**src/rtl/umich_mult_seq_op.sv**
```systemverilog
//------------------------------------------------------------------------------
// umich_mult_seq_op
//
// Iterative shift-add multiplier returning the full 2*WIDTH-bit product of two
// WIDTH-bit operands. Each transaction selects unsigned or two's-complement
// operation. The multiplier retires BITS_PER_CYCLE multiplier bits per clock,
// so a product takes N = WIDTH / BITS_PER_CYCLE compute cycles. Only one
// transaction is in flight at a time.
//
// Operation outline:
//   - Signed operands are converted to unsigned magnitudes at accept.
//   - The magnitudes are multiplied unsigned.
//   - The result sign is applied once, on the completing edge.
//
// Ports:
//   clocked_on  rising-edge clock
//   clear_n     asynchronous active-low reset
//   flush       synchronous abort back to IDLE; Z is left untouched
//   tc          1 = two's-complement operands, 0 = unsigned (sampled at accept)
//   in_valid    A/B/tc valid
//   in_ready    operands can be accepted (combinational: IDLE and no flush)
//   A, B        multiplicand / multiplier, WIDTH bits
//   out_valid   Z holds a completed product
//   out_ready   consumer takes Z
//   Z           full 2*WIDTH-bit product
//------------------------------------------------------------------------------
`timescale 1ns/1ps
module umich_mult_seq_op #(
  parameter int WIDTH          = 64,
  parameter int BITS_PER_CYCLE = 1
) (
  input  logic                 clocked_on,
  input  logic                 clear_n,
  input  logic                 flush,
  input  logic                 tc,
  input  logic                 in_valid,
  output logic                 in_ready,
  input  logic [WIDTH-1:0]     A,
  input  logic [WIDTH-1:0]     B,
  output logic                 out_valid,
  input  logic                 out_ready,
  output logic [2*WIDTH-1:0]   Z
);

  localparam int W   = WIDTH;
  localparam int BPC = BITS_PER_CYCLE;
  localparam int N   = W / BPC;
  localparam int CW  = (N > 1) ? $clog2(N) : 1;
  localparam logic [CW-1:0] LAST = CW'(N - 1);

  generate
    if (WIDTH < 2) begin : g_bad_width
      $error("umich_mult_seq_op: WIDTH must be at least 2");
    end
    if (BPC != 1 && BPC != 2 && BPC != 4 && BPC != 8) begin : g_bad_bpc
      $error("umich_mult_seq_op: BITS_PER_CYCLE must be 1, 2, 4 or 8");
    end
    if (WIDTH % BPC != 0) begin : g_bad_ratio
      $error("umich_mult_seq_op: WIDTH must be a multiple of BITS_PER_CYCLE");
    end
  endgenerate

  typedef enum logic [1:0] {
    IDLE,
    BUSY,
    DONE
  } state_t;

  state_t          state;
  logic [W-1:0]    mag_a;     // |A|, held for the whole transaction
  logic            neg;       // product must be negated on completion
  logic [CW-1:0]   cnt;       // compute steps already retired
  // acc[2W-1:W] collects the partial-product sum. acc[W-1:0] starts as |B|.
  // As the sum shifts right into the low half, the multiplier bits are
  // consumed from the bottom. After N steps the whole register is |A|*|B|.
  logic [2*W-1:0]  acc;

  logic [W+BPC-1:0] partial;
  logic [W+BPC-1:0] sum;
  logic [2*W-1:0]   acc_step;

  // Two's-complement magnitude. Negating the most-negative value wraps back to
  // itself, which read as unsigned is exactly 2^(W-1).
  function automatic logic [W-1:0] magnitude(input logic [W-1:0] v,
                                             input logic         is_tc);
    return (is_tc && v[W-1]) ? -v : v;
  endfunction

  assign in_ready = (state == IDLE) && !flush;

  // NOTE: combinational logic uses blocking assignments and writes every output
  // on every pass, so no storage is implied.
  always_comb begin
    partial = {{BPC{1'b0}}, mag_a} * {{W{1'b0}}, acc[BPC-1:0]};
    // Cannot carry out: the upper half never exceeds 2^W-1 and
    // partial <= (2^W-1)*(2^BPC-1).
    sum     = {{BPC{1'b0}}, acc[2*W-1:W]} + partial;
  end

  generate
    if (BPC == W) begin : g_single_step
      assign acc_step = sum;
    end else begin : g_multi_step
      assign acc_step = {sum, acc[W-1:BPC]};
    end
  endgenerate

  // NOTE: every register, datapath included, has a defined reset value.
  // Z and the accumulator must read 0 straight out of reset.
  always_ff @(posedge clocked_on or negedge clear_n) begin
    if (!clear_n) begin
      state     <= IDLE;
      mag_a     <= '0;
      neg       <= 1'b0;
      cnt       <= '0;
      acc       <= '0;
      Z         <= '0;
      out_valid <= 1'b0;
    end else if (flush) begin
      // An abort outranks both accept and handoff.
      // Z stays as it was, but out_valid drops.
      state     <= IDLE;
      cnt       <= '0;
      acc       <= '0;
      out_valid <= 1'b0;
    end else begin
      // NOTE: non-blocking assignments keep every register reading pre-edge
      // values regardless of statement order.
      case (state)
        IDLE: begin
          if (in_valid) begin
            mag_a <= magnitude(A, tc);
            acc   <= {{W{1'b0}}, magnitude(B, tc)};
            neg   <= tc & (A[W-1] ^ B[W-1]);
            cnt   <= '0;
            state <= BUSY;
          end
        end
        BUSY: begin
          acc <= acc_step;
          cnt <= cnt + CW'(1);
          if (cnt == LAST) begin
            Z         <= neg ? -acc_step : acc_step;
            out_valid <= 1'b1;
            state     <= DONE;
          end
        end
        DONE: begin
          if (out_ready) begin
            out_valid <= 1'b0;
            state     <= IDLE;
          end
        end
        default: state <= IDLE;
      endcase
    end
  end

endmodule

```
**config.mk**
```make
export PLATFORM = sky130hd
export DESIGN_NAME = umich_mult_seq_op
export DESIGN_NICKNAME = d
export VERILOG_FILES = /design/src/rtl/umich_mult_seq_op.sv
export SDC_FILE = /design/constraint.sdc
export NUM_CORES = 1
export LEC_CHECK = 0
export ABC_CLOCK_PERIOD_IN_PS = 15200
export BUFFER_PORTS_ARGS = -buffer_cell sky130_fd_sc_hd__clkbuf_2
export CORE_MARGIN = 4
export CORE_UTILIZATION = 65
export DETAILED_ROUTE_END_ITERATION = 6
export GPL_TIMING_DRIVEN = 0
export PLACE_DENSITY = 0.95
export SLEW_MARGIN = 20
export SYNTH_ARGS = -nofsm -noshare
export SYNTH_HDL_FRONTEND = slang
export SYNTH_SLANG_ARGS = --single-unit
```
**constraint.sdc**
```tcl
create_clock -name clocked_on -period 15.2 [get_ports clocked_on]
set_clock_uncertainty 0.2 [all_clocks]
set_input_delay 1.52 -clock clocked_on [delete_from_list [all_inputs] [get_ports clocked_on]]
set_output_delay 1.52 -clock clocked_on [all_outputs]
set_load 0.02 [all_outputs]
```
==> results by group <==
Flow run
  – Maxcap violations: 0

Final layout
  – Commonest non-fill, non-tap cell in the layout: nand2_1
  – Commonest non-fill, non-tap cells in the layout: nand2_1 (433), o21ai_0 (413), dfrtp_1 (330)
  – Core Util, Final: 75.28%
  – Nets: 3349
  – Area Overhead vs Synth: 13.93%
  – Proportion of layout cells with a drive suffix above 1: 11.32%

Route
  – Drt initial violations: 2825
  – Final ANT Viol Nets: 0
  – Detail-routed net length per standard cell: 22.29 microns
  – DRC viols: 6
  – Post-DR vias/cell: 6.727
  – Detailed Route WL: 80840 microns
  – Total number of vias: 24400
  – Drt pass-1 iters: 7

Power and ir drop
  – Power Density: 95.79 nW/um^2
  – Leakage power: 11.65 nW
  – Max rail drop VDD: 118.1 uV

Yosys
  – Sequential-to-total area share from yosys stat: 36.00%
  – Yosys cell types: 75
  – Syn Inst Count: 2842
  – Netlist Area Pre-Place: 22940 sq um
  – Avg Cell Area, Syn: 8.071 sq um
  – Post-synth EDFFs: 0
  – Largest area contributor in the synthesized netlist: dfrtp_1
  – Post-synth top area share: 36.00%
  – Top post-synthesis cells by area: dfrtp_1 (36%), o21ai_0 (9.0%), nand2_1 (7.1%)
  – Syn_nets: 3045
  – Post-synthesis register bit count: 330
  – Synth warn: 0
  – Synth Flop Type: dfrtp_1
  – Ys async rst share: 100.0%

Worst setup path
  – WS Path Type: reg2reg
  – R2R setup slack: 8110 ps
  – Critical Path AT: 7310 ps
  – Reg-to-reg critical path startpoint: acc[0]$_DFFE_PN0P_
  – Crit-path cells: clkbuf_1 -> and2_1 -> ha_1 -> inv_1 -> fa_1 -> nor2b_1 -> o2111ai_1 -> a2111oi_1 -> o31a_1 -> o22ai_1 -> a211oi_1 -> nand3_1 -> nor4_1 -> or4b_1 -> o41ai_1 -> xnor2_1 -> o21ai_1
  – Reg-to-Reg End: Z[127]$_DFFE_PN0P_
  – Crit. End Element: flip-flop
  – Crit path max fanout: 10
  – CP max stage delay: 940 ps
  – Crit path from: acc[0]$_DFFE_PN0P_
  – Element type at the critical path start: flip-flop
  – Reg2reg path depth: 17
  – Critical Path Sink: Z[127]$_DFFE_PN0P_
  – WP data required: 15420 ps
  – CP max-delay cell: a2111oi_1

Clocking
  – Post-CTS setup buffers: 0
  – H-tree levels: 2
  – Post-CTS sizing: 0
  – Clk sinks: 330
  – Clk_lat worst skew: 550 ps
  – Clock Root Buffer: clkbuf_16
  – CTS tree: done
  – Clock Tree Buf Depth: 3
  – Hold_buf cts: 0
  – CTS clk-pin slew, worst paths: 60 ps
  – Cts bufs inserted: 36

Timing
  – Min Tclk post-route: 7092 ps
  – RSZ-0062 raised after global routing: no
  – Setup TNS: 0 ps
  – Final period util: 46.66%
  – Endpoints failing setup: 0
  – Slew @ Worst Pin: 1149 ps
  – Hold Fails Final Rpt: 0
  – Slew HR: 23.21%
  – Peak Freq: 0.1410 GHz
  – Fin. max-slew vios: 0

Placement
  – PortBufs: 263
  – Post-DP HPWL: 61520 microns
  – Placer Congestion: 1.043

Floorplan
  – # rows: 68
  – Die W: 195.9 microns
  – CORE AREA: 34710 sq um
  – Die height: 195.9 microns
  – Ports: 264
  – Starting Density: 66.08%
  – Die area: 38360 sq um

GRT
  – GRT overflow: 0
  – Wire length of the first global-routing pass: 125900 microns
  – Vias in the first global route: 23580
  – Largest net degree at the start of global routing: 97
  – Initial antenna violation count: 2
  – Gr usage total: 40.69%

Status
  – Failing checks: DRC
  – Outcome: finished with violations

Worst hold path
  – Count of cells along the worst hold path: 2
  – HP Class: reg2reg
power by group:
part	total, mW	switching (mW)	internal [mW]
clock network	0.909	0.382	0.527
registers	0.988	0.0520	0.936
logic	0.607	0.403	0.204
critical path, delay by kind of cell (launching register included):
family | cells | cell delay [ps]
simple gates | 5 | 2080
buf+inv | 2 | 650
compound gates | 7 | 2610
flops | 1 | 470
xor+xnor | 1 | 300
fa+ha+maj | 2 | 650
metal layers:
| metal | up-vias | global-route usage [%] | share of wire [%] |
|---|---|---|---|
| met1 | 11440 | 52.52 | 38 |
| met5 | - | 0 | 0 |
| li1 | 10850 | - | - |
| met2 | 1730 | 63.69 | 44 |
| met3 | 389 | 8.690 | 11 |
| met4 | 0 | 23.48 | 6.8 |
flip-flops by register name, summed over array words and instances, names as in the netlist:
register,flops
acc,128
neg,1
out_valid,1
Z,128
mag_a,64
state,2
cnt,6
synthesized netlist by cell type, types with 21 or more instances:
| cell | count |
|---|---|
| clkbuf_1 | 156 |
| xor2_1 | 175 |
| or3_1 | 44 |
| dfrtp_1 | 330 |
| and2_1 | 90 |
| ha_1 | 68 |
| a22o_1 | 44 |
| nor4_1 | 32 |
| nor3_1 | 57 |
| nand4_1 | 41 |
| a21oi_1 | 215 |
| inv_1 | 35 |
| or4_1 | 23 |
| nand2_1 | 433 |
| o41ai_1 | 40 |
| xnor2_1 | 105 |
| a21o_1 | 21 |
| nor2_1 | 173 |
| o21ai_0 | 413 |
| o31ai_1 | 58 |
| nand3_1 | 32 |
cells by family (layout without fill, tap and decap cells):
logic type	Yosys count	count (layout)	synth area share [%]
other	0	1	0
adder cells (fa/ha/maj)	69	69	3.796
multiplexers	4	4	0.1909
buffers and inverters	200	529	3.273
AND/OR/NAND/NOR	1022	1022	21.45
XOR/XNOR	280	280	10.69
AO/OA/AOI/OAI	937	937	24.60
flip-flops	330	330	36.00
stage by stage:
| step | std cells | power, mW | setup WS (ps) | cell area, sq um | hold WS, ps |
|---|---|---|---|---|---|
| finish | 3627 | 2.503 | 8108 | 26130 | 274.0 |
| global route | 3626 | 2.592 | 7795 | 26130 | 297.8 |
| CTS | 3626 | 2.477 | 8130 | 26130 | 275.5 |
| detailed placement | 3563 | 1.576 | 8174 | 24920 | 258.2 |
| global placement | 3560 | 1.550 | 5698 | 24820 | 257.6 |
| floorplan | 2842 | 1.372 | 10220 | 22940 | 238.3 |
how the worst min path moves through the flow:
stage / start / endpoint / slack (ps)
detailed placement: Z[86]$_DFFE_PN0P_ / Z[86]$_DFFE_PN0P_ / 260
CTS: Z[86]$_DFFE_PN0P_ / Z[86]$_DFFE_PN0P_ / 280
finish: Z[86]$_DFFE_PN0P_ / Z[86]$_DFFE_PN0P_ / 270
global placement: Z[86]$_DFFE_PN0P_ / Z[86]$_DFFE_PN0P_ / 260
global route: mag_a[35]$_DFFE_PN0P_ / mag_a[35]$_DFFE_PN0P_ / 300
floorplan: mag_a[63]$_DFFE_PN0P_ / mag_a[63]$_DFFE_PN0P_ / 240
layout make-up:
type,instances,area (sq um)
well taps,455,569.3
fillers,2491,8579
plain buffers,164,615.6
diodes,1,2.502
multi-input cells,2312,13940
inverters,36,135.1
flip-flops and latches,330,8258
clock buffers,53,1075
clock inverters,10,131.4
repair buffers,266,1408
(Power assumes the default switching activity.)
